**src/rtl/uart_pkg.sv**
```systemverilog
// Shared UART definitions: parity modes, transmitter FSM encoding and frame sizing.
package uart_pkg;

  localparam int PARITY_NONE = 0;
  localparam int PARITY_ODD  = 1;
  localparam int PARITY_EVEN = 2;

  // IDLE: line high | START: start bit | DATA: payload | PARITY: parity bit | STOP: stop bit(s)
  localparam logic [2:0] ST_IDLE   = 3'd0;
  localparam logic [2:0] ST_START  = 3'd1;
  localparam logic [2:0] ST_DATA   = 3'd2;
  localparam logic [2:0] ST_PARITY = 3'd3;
  localparam logic [2:0] ST_STOP   = 3'd4;

  function automatic int frame_bits(input int data_bits, input int parity, input int stop_bits);
    return 1 + data_bits + ((parity != PARITY_NONE) ? 1 : 0) + stop_bits;
  endfunction

endpackage

```
**src/rtl/uart_baud_gen.sv**
```systemverilog
// Bit-period down-counter: reloads to BAUD_COUNT-1 on load and ticks while enabled at count 0.
module uart_baud_gen #(
  parameter int BAUD_COUNT      = 104,
  parameter int BAUD_COUNT_SIZE = 7
) (
  input  logic clk,
  input  logic rst,
  input  logic i_clr,
  input  logic i_load,
  input  logic i_en,
  output logic o_tick
);

  logic [BAUD_COUNT_SIZE-1:0] r_count;

  always_ff @(posedge clk or posedge rst) begin
    if (rst) begin
      r_count <= '0;
    end else if (i_clr) begin
      r_count <= '0;
    end else if (i_load) begin
      r_count <= BAUD_COUNT_SIZE'(BAUD_COUNT - 1);
    end else if (i_en && (r_count != '0)) begin
      r_count <= r_count - 1'b1;
    end
  end

  assign o_tick = i_en && (r_count == '0);

endmodule

```
**src/rtl/uart_tx_frame.sv**
```systemverilog
// Parametrised UART transmitter: start bit, DATA_BITS LSB first, optional parity, STOP_BITS stops.
// Optional macro UART_TX_BREAK_EN adds a brk input that holds the line low and aborts frames.
module uart_tx_frame
  import uart_pkg::*;
#(
  parameter int BAUD_COUNT      = 104,
  parameter int BAUD_COUNT_SIZE = 7,
  parameter int DATA_BITS       = 8,
  parameter int PARITY          = PARITY_NONE,
  parameter int STOP_BITS       = 1
) (
  input  logic                 clk,
  input  logic                 rst,
  input  logic [DATA_BITS-1:0] data,
  input  logic                 stb,
`ifdef UART_TX_BREAK_EN
  input  logic                 brk,
`endif
  output logic                 ready,
  output logic                 busy,
  output logic                 done,
  output logic                 tx
);

  logic [2:0]           r_state;
  logic                 r_busy;
  logic                 r_tx;
  logic [DATA_BITS-1:0] r_shift;
  logic                 r_par;
  logic [3:0]           r_bit_cnt;

  logic w_tick;
  logic w_accept;
  logic w_load;
  logic w_clr;
  logic w_last_data;
  logic w_last_stop;
  logic w_final;
  logic w_par_bit;

`ifdef UART_TX_BREAK_EN
  logic r_brk;

  always_ff @(posedge clk or posedge rst) begin
    if (rst) begin
      r_brk <= 1'b0;
    end else begin
      r_brk <= brk;
    end
  end

  // ready stays low for one clock after brk falls so the line can return high first
  assign ready = !r_busy && !r_brk && !brk;
  assign w_clr = brk;
  assign done  = w_final && !brk;
`else
  assign ready = !r_busy;
  assign w_clr = 1'b0;
  assign done  = w_final;
`endif

  assign busy        = r_busy;
  assign tx          = r_tx;
  assign w_accept    = stb && ready;
  assign w_last_data = (r_bit_cnt == 4'(DATA_BITS - 1));
  assign w_last_stop = (r_bit_cnt == 4'(STOP_BITS - 1));
  assign w_final     = r_busy && (r_state == ST_STOP) && w_last_stop && w_tick;
  assign w_load      = w_accept || (w_tick && !((r_state == ST_STOP) && w_last_stop));
  // r_par accumulates the XOR of the bits already shifted out of the latched word
  assign w_par_bit   = (PARITY == PARITY_EVEN) ? r_par : ~r_par;

  uart_baud_gen #(
    .BAUD_COUNT      (BAUD_COUNT),
    .BAUD_COUNT_SIZE (BAUD_COUNT_SIZE)
  ) u_baud (
    .clk    (clk),
    .rst    (rst),
    .i_clr  (w_clr),
    .i_load (w_load),
    .i_en   (r_busy),
    .o_tick (w_tick)
  );

  always_ff @(posedge clk or posedge rst) begin
    if (rst) begin
      r_state   <= ST_IDLE;
      r_busy    <= 1'b0;
      r_tx      <= 1'b1;
      r_shift   <= '0;
      r_par     <= 1'b0;
      r_bit_cnt <= '0;
    end
`ifdef UART_TX_BREAK_EN
    else if (brk) begin
      r_state   <= ST_IDLE;
      r_busy    <= 1'b0;
      r_tx      <= 1'b0;
      r_bit_cnt <= '0;
    end
`endif
    else if (w_accept) begin
      r_state   <= ST_START;
      r_busy    <= 1'b1;
      r_tx      <= 1'b0;
      r_shift   <= data;
      r_par     <= 1'b0;
      r_bit_cnt <= '0;
    end else if (w_tick) begin
      case (r_state)
        ST_START: begin
          r_state   <= ST_DATA;
          r_tx      <= r_shift[0];
          r_par     <= r_par ^ r_shift[0];
          r_shift   <= r_shift >> 1;
          r_bit_cnt <= '0;
        end
        ST_DATA: begin
          if (!w_last_data) begin
            r_tx      <= r_shift[0];
            r_par     <= r_par ^ r_shift[0];
            r_shift   <= r_shift >> 1;
            r_bit_cnt <= r_bit_cnt + 1'b1;
          end else if (PARITY != PARITY_NONE) begin
            r_state <= ST_PARITY;
            r_tx    <= w_par_bit;
          end else begin
            r_state   <= ST_STOP;
            r_tx      <= 1'b1;
            r_bit_cnt <= '0;
          end
        end
        ST_PARITY: begin
          r_state   <= ST_STOP;
          r_tx      <= 1'b1;
          r_bit_cnt <= '0;
        end
        ST_STOP: begin
          if (w_last_stop) begin
            r_state <= ST_IDLE;
            r_busy  <= 1'b0;
            r_tx    <= 1'b1;
          end else begin
            r_bit_cnt <= r_bit_cnt + 1'b1;
          end
        end
        default: begin
          r_state <= ST_IDLE;
          r_busy  <= 1'b0;
          r_tx    <= 1'b1;
        end
      endcase
    end
`ifdef UART_TX_BREAK_EN
    else if (!r_busy) begin
      r_tx <= 1'b1;
    end
`endif
  end

endmodule

```
**config.mk**
```make
export PLATFORM = sky130hd
export DESIGN_NAME = uart_tx_frame
export DESIGN_NICKNAME = d
export VERILOG_FILES = /design/src/rtl/uart_pkg.sv /design/src/rtl/uart_baud_gen.sv /design/src/rtl/uart_tx_frame.sv
export SDC_FILE = /design/constraint.sdc
export NUM_CORES = 1
export LEC_CHECK = 0
export BUFFER_PORTS_ARGS = -buffer_cell sky130_fd_sc_hd__buf_2
export CORE_ASPECT_RATIO = 1.75
export CORE_UTILIZATION = 60
export DETAILED_ROUTE_END_ITERATION = 10
export PLACE_DENSITY = 0.81
export SYNTH_ARGS = -nofsm -noshare
export SYNTH_HDL_FRONTEND = slang
export SYNTH_SLANG_ARGS = --single-unit
export TNS_END_PERCENT = 50
```
**constraint.sdc**
```tcl
create_clock -name clk -period 4.1 [get_ports clk]
set_input_delay 0.205 -clock clk [delete_from_list [all_inputs] [get_ports clk]]
set_output_delay 0.205 -clock clk [all_outputs]
set_load 0.05 [all_outputs]
```
== Word-level counts from Yosys, hierarchy flattened ==
Cells that the tools add are included.
Cells by class
  $add $sub $neg: 2
  equal/unequal tests: 10
  multiplexer cells: 25
  reduce and logical (&&, ||, !) cells: 25
Operator list (count)
  $mux 8: 3
  $mux 4: 4
  $pmux 8 s2: 1
  $mux 7: 2
  $mux 3: 4
  $ne 3x3->1 const B: 4
  $pmux 3 s4: 1
  $pmux 4 s3: 1
  $reduce_and 3->1: 4
  $logic_and 1x1->1: 8
  $logic_not 7->1: 1
  $mux 1: 7
  $reduce_bool 7->1: 1
  $sub 7x1->7 const B: 1
  $eq 3x2->1 const B: 2
  $add 4x1->4 const B: 1
  $eq 4x3->1 const B: 1
  $logic_not 4->1: 1
  $reduce_bool 2->1: 2
  $reduce_bool 4->1: 1
  $eq 3x1->1 const B: 1
  $eq 3x3->1 const B: 1
  $pmux 1 s3: 1
  $reduce_bool 3->1: 1
  other kinds (7): 8
Word-level totals
  register bits after elaboration: 24
  input bits: 11
  word-level logic and storage cells: 68

== Depth between registers and ports, before layout ==
  depth in word-level cells: 6
  depth in mapped cells: 8
  gate-level depth less buffers: 6

== Cells and area by module ==
Synthesis repeated with hierarchy kept, for this count alone.
Second synthesis, totals
  cells, all modules: 141
  area, all modules: 1441.4 µm²
By module, submodules not included
  uart_tx_frame: times used 1, cells each 98, area an instance 1027.2 µm²
  uart_baud_gen: times used 1, cells each 43, area an instance 414.1 µm²

== Least setup slack after synthesis ==
No wires, ideal clock.
  kind: register to register
  from: register r_busy (netlist: busy)
  to: register r_shift[0]
  data arrival time: 2.068 ns
  path slack: 1.952 ns
  stages on the path, launching flop included: 8
  clock period less this slack: 2.148 ns
  path through: dfrtp_1 clkbuf_1 nand3b_1 or4_4 buf_6 and2_4 buf_6 o211ai_2
On the way
  longest elaborated chain between the ends: 4
  elaborated cells on any way between the ends: 8
  classes of those cells: 1 x eq/ne; 1 x mux; 6 x reduce/logical
Ends and longest elaborated chain
  start, declared: line uart_tx_frame.sv:26  | logic r_busy;
  start signal, assigned: line uart_tx_frame.sv:87  | r_busy <= 1'b0;
  start signal, assigned: line uart_tx_frame.sv:103  | r_busy <= 1'b1;
  start signal, assigned: line uart_tx_frame.sv:140  | r_busy <= 1'b0;
  $logic_not 1->1: line uart_tx_frame.sv:57  | assign ready = !r_busy;
  $logic_and 1x1->1: line uart_tx_frame.sv:64  | assign w_accept = stb && ready;
  $ne 3x3->1 (no source line) (tied with other cells)
  $reduce_and 3->1 (no source line)
  end signal, assigned: line uart_tx_frame.sv:105  | r_shift <= data;
  end signal, assigned: line uart_tx_frame.sv:114  | r_shift <= r_shift >> 1;
  end signal, assigned: line uart_tx_frame.sv:121  | r_shift <= r_shift >> 1;
  end, declared: line uart_tx_frame.sv:28  | logic [DATA_BITS-1:0] r_shift;
Parallel ways exist; a longest one is shown, timed or not.
A chain may end at the register's enable or synchronous reset.

== Worst setup path after layout ==
  from: register u_baud.r_count[4]
  to: register r_state[1]
On the way
  longest elaborated chain between the ends: 4
Ends and longest elaborated chain
  start, declared: line uart_baud_gen.sv:14  | logic [BAUD_COUNT_SIZE-1:0] r_count;
  start signal, assigned: line uart_baud_gen.sv:22  | r_count <= BAUD_COUNT_SIZE'(BAUD_COUNT - 1);
  start signal, assigned: line uart_baud_gen.sv:24  | r_count <= r_count - 1'b1;
  $logic_not 7->1: line uart_baud_gen.sv:28  | assign o_tick = i_en && (r_count == '0);
  $logic_and 1x1->1: line uart_baud_gen.sv:28
  $reduce_bool 2->1 (no source line)
  $reduce_and 3->1 (no source line)
  end signal, assigned: line uart_tx_frame.sv:86  | r_state <= ST_IDLE;
  end signal, assigned: line uart_tx_frame.sv:102  | r_state <= ST_START;
  end signal, assigned: line uart_tx_frame.sv:111  | r_state <= ST_DATA;
  end, declared: line uart_tx_frame.sv:25  | logic [2:0] r_state;
Every way passes these cells.

==> results by group <==
Power
  • Post-layout power: 0.787 mW
  • Cell leakage power: 0.713 nW
  • Peak supply drop: 346 uV
  • Clock power share: 20.1%
  • Pwr dens: 503 nW/um2
  • Flop pwr share: 46.1%
  • Internal: 0.502 mW
  • Sw Share: 36.1%
  • Combinational share of power: 33.8%
  • Switching pwr: 0.284 mW

Global routing
  • Largest net degree at the start of global routing: 25
  • GRT Residual Overflow: 0
  • Total track usage: 27.8%
  • Vias in the first global route: 1225
  • First-pass GRT wire length: 5160 um
  • Initial antenna violation count: 0

Setup path
  • CP cell instances: nor4_1, o211ai_1, or3b_2, a21oi_1
  • FF-to-FF setup slack: 1.92 ns
  • WP buf/inv: 0
  • CP max FO: 6
  • Worst Setup SP: u_baud.r_count[4]
  • Kind of cell adding the most delay to the critical path: simple AND/OR/NAND/NOR gates
  • Slowest CP cell: nor4_1
  • Nature of the critical path endpoint: flip-flop
  • Critical Path Max Stage Delay: 0.66 ns
  • Reg-to-Reg End: r_state[1]
  • WP data required: 4.29 ns
  • CP Depth: 4
  • CP Data Arrival Time: 2.37 ns
  • Crit path kind: flip-flop to flip-flop
  • Worst Setup EP: r_state[1]
  • Reg2reg start: u_baud.r_count[4]
  • Critical Path Source Type: flip-flop
  • Worst r2r path cells: 4

Yosys
  • Mapped cell area: 1440 um2
  • Warnings from Yosys: 0
  • Synth Flop Type: dfrtp_1
  • Post-synth EDFFs: 0
  • Yosys top cell area share: 39.9%
  • Most common cell in the netlist: nand2_1
  • Synth top cells by count: 25 x nand2_1, 23 x dfrtp_1, 10 x nor2_1, 8 x nand4_1
  • Async set or reset register ratio after synthesis: 100%
  • Distinct cell type count after synthesis: 42
  • Mean Syn Cell Area: 9.44 um2
  • Sequential fraction of the synthesis area: 41.7%
  • Area leader, netlist: dfrtp_1
  • Number of synthesized register bits: 24
  • Post-Syn Nets: 168
  • Post-synthesis cell count: 153
  • Synth area leaders: dfrtp_1 40%, nand2_1 6.5%, o211ai_2 6.1%

Routing
  • Via count: 1194
  • Highest layer used for signal routing: met4
  • Initial DRC Count: 49
  • # DRC: 0
  • Number of vias per cell: 6.28
  • Antenna-violating nets left: 0
  • Drt total wl: 3020 um
  • Routed wl met3: 62 um
  • Wire length on met1: 1170 um
  • Detailed Routing Iterations Pass 1: 4
  • Wirelength per Cell: 15.9 um
  • Met2 Routed Length: 1730 um

Die
  • Core region area: 2270 um2
  • Die Ht: 66.9 um
  • Die ar.: 2610 um2
  • Count of boundary I/O pins: 15
  • FP Rows: 23
  • Die width: 39.1 um
  • Initial Utilization: 63.5%

Timing
  • RSZ-0062 raised after global routing: no
  • Crit path time final: 2.18 ns
  • Worst Max-Slew Pin Slew: 1.03 ns
  • Worst setup margin: 1.92 ns
  • Final clock skew: 0.00593 ns
  • Fmax: 0.458 GHz
  • # setup viols final: 0
  • Worst rel slew slack: 31.4%
  • Final critical-path share of the clock period: 53.2%
  • Pins over their slew limit: 0
  • Hold Fails Final Rpt: 0
  • Total negative slack: 0 ns

Clocking
  • H-Tree Level Count: 1
  • Total CTS buffers: 3
  • CTS tree: done
  • Hold Buf Count CTS: 0
  • Clock slew at reported path FFs: 0.08 ns
  • Root Buffer Master: clkbuf_8
  • CTS resizes: 0
  • Longest Clk Path Bufs: 2
  • Postcts setup bufs: 0
  • Clock Latency Late Sink: 0.27 ns
  • Clock Sinks: 24

Final layout
  • Share of cells above drive strength 1: 21.8%
  • Area Growth Syn to Fin: 8.23%
  • Final net count: 181
  • Final cell count without fillers: 190
  • Finished layout cell area: 1560 um2
  • Diodes inserted: 0

Run status
  • Outcome: finished clean

Place
  • Worst slack at placement: 1.98 ns
  • RD Place Congestion: 0.850
  • PortBufs: 14
  • Post-Place Cell Area: 1510 um2
  • Hpwl dp: 2290 um
  • Total placed cells including tap cells: 186

Run
  • Max_cap viols: 0

Worst hold path
  • Hold WC Path Type: input port to asynchronous set/reset pin
through the flow:
stage	hold slack, ns	utilization, %
after CTS	0.154	68.7
after detailed placement	0.431	66.3
final	0.122	68.7
after global placement	0.409	66.3
after floorplan	0.219	-
after global routing	0.169	68.7
final cells by class:
cell class / count / area (um2)
Timing Repair Buffer: 14 / 70.1
Inverter: 7 / 26.3
Clock buffer: 4 / 55.1
Sequential cell: 24 / 602
Multi-Input combinational cell: 116 / 778
Fill cell: 183 / 711
Tap cell: 25 / 31.3
kinds of logic (layout without fill, tap and decap cells):
group | after synthesis | count (layout) | synth area share [%]
AOI/OAI and AO/OA | 32 | 32 | 17.6
xor gates and xnor gates | 5 | 5 | 3.03
adders and majority gates | 4 | 4 | 3.47
buffers and inverters | 13 | 25 | 4.42
DFF | 24 | 24 | 41.7
muxes | 3 | 3 | 2.17
and+or+nand+nor | 72 | 72 | 27.6
routing by layer:
metal | vias to the layer above | global-route usage [%]
met5 | - | 0
met4 | 0 | 11.6
met3 | 8 | 2.67
met2 | 29 | 50.6
met1 | 579 | 30.7
li1 | 578 | -
registers in the layout (all words and copies together), names as in the netlist:
signal	cells
r_bit_cnt	4
busy	1
tx	1
r_state	3
r_shift	8
u_baud.r_count	7
cell usage in the layout, fill, tap and decap left out, drive strengths merged, types with 7 or more instances in the layout:
cell type / synthesis / routed
nor2: 10 / 10
inv: 7 / 7
o21ai: 7 / 7
dfrtp: 23 / 23
nand2: 25 / 25
buf: 2 / 14
nand4: 8 / 8
o211ai: 13 / 13
worst min-delay path by stage:
stage                             to  cells past startpoint     from
after floorplan                 busy                      1      rst
after global placement    r_shift[7]                      3  data[7]
after detailed placement  r_shift[7]                      3  data[7]
after CTS                 r_shift[2]                      2      rst
after global routing      r_shift[1]                      3  data[1]
final                           busy                      2      rst
power by group through the flow:
| stage | combinational [mW] | clock (mW) | sequential (mW) |
|---|---|---|---|
| after floorplan | 0.212 | 0 | 0.356 |
| after global placement | 0.258 | 0 | 0.364 |
| after detailed placement | 0.265 | 0 | 0.366 |
| after CTS | 0.269 | 0.160 | 0.362 |
| after global routing | 0.299 | 0.170 | 0.372 |
| final | 0.266 | 0.158 | 0.363 |
(Power assumes the default switching activity.)
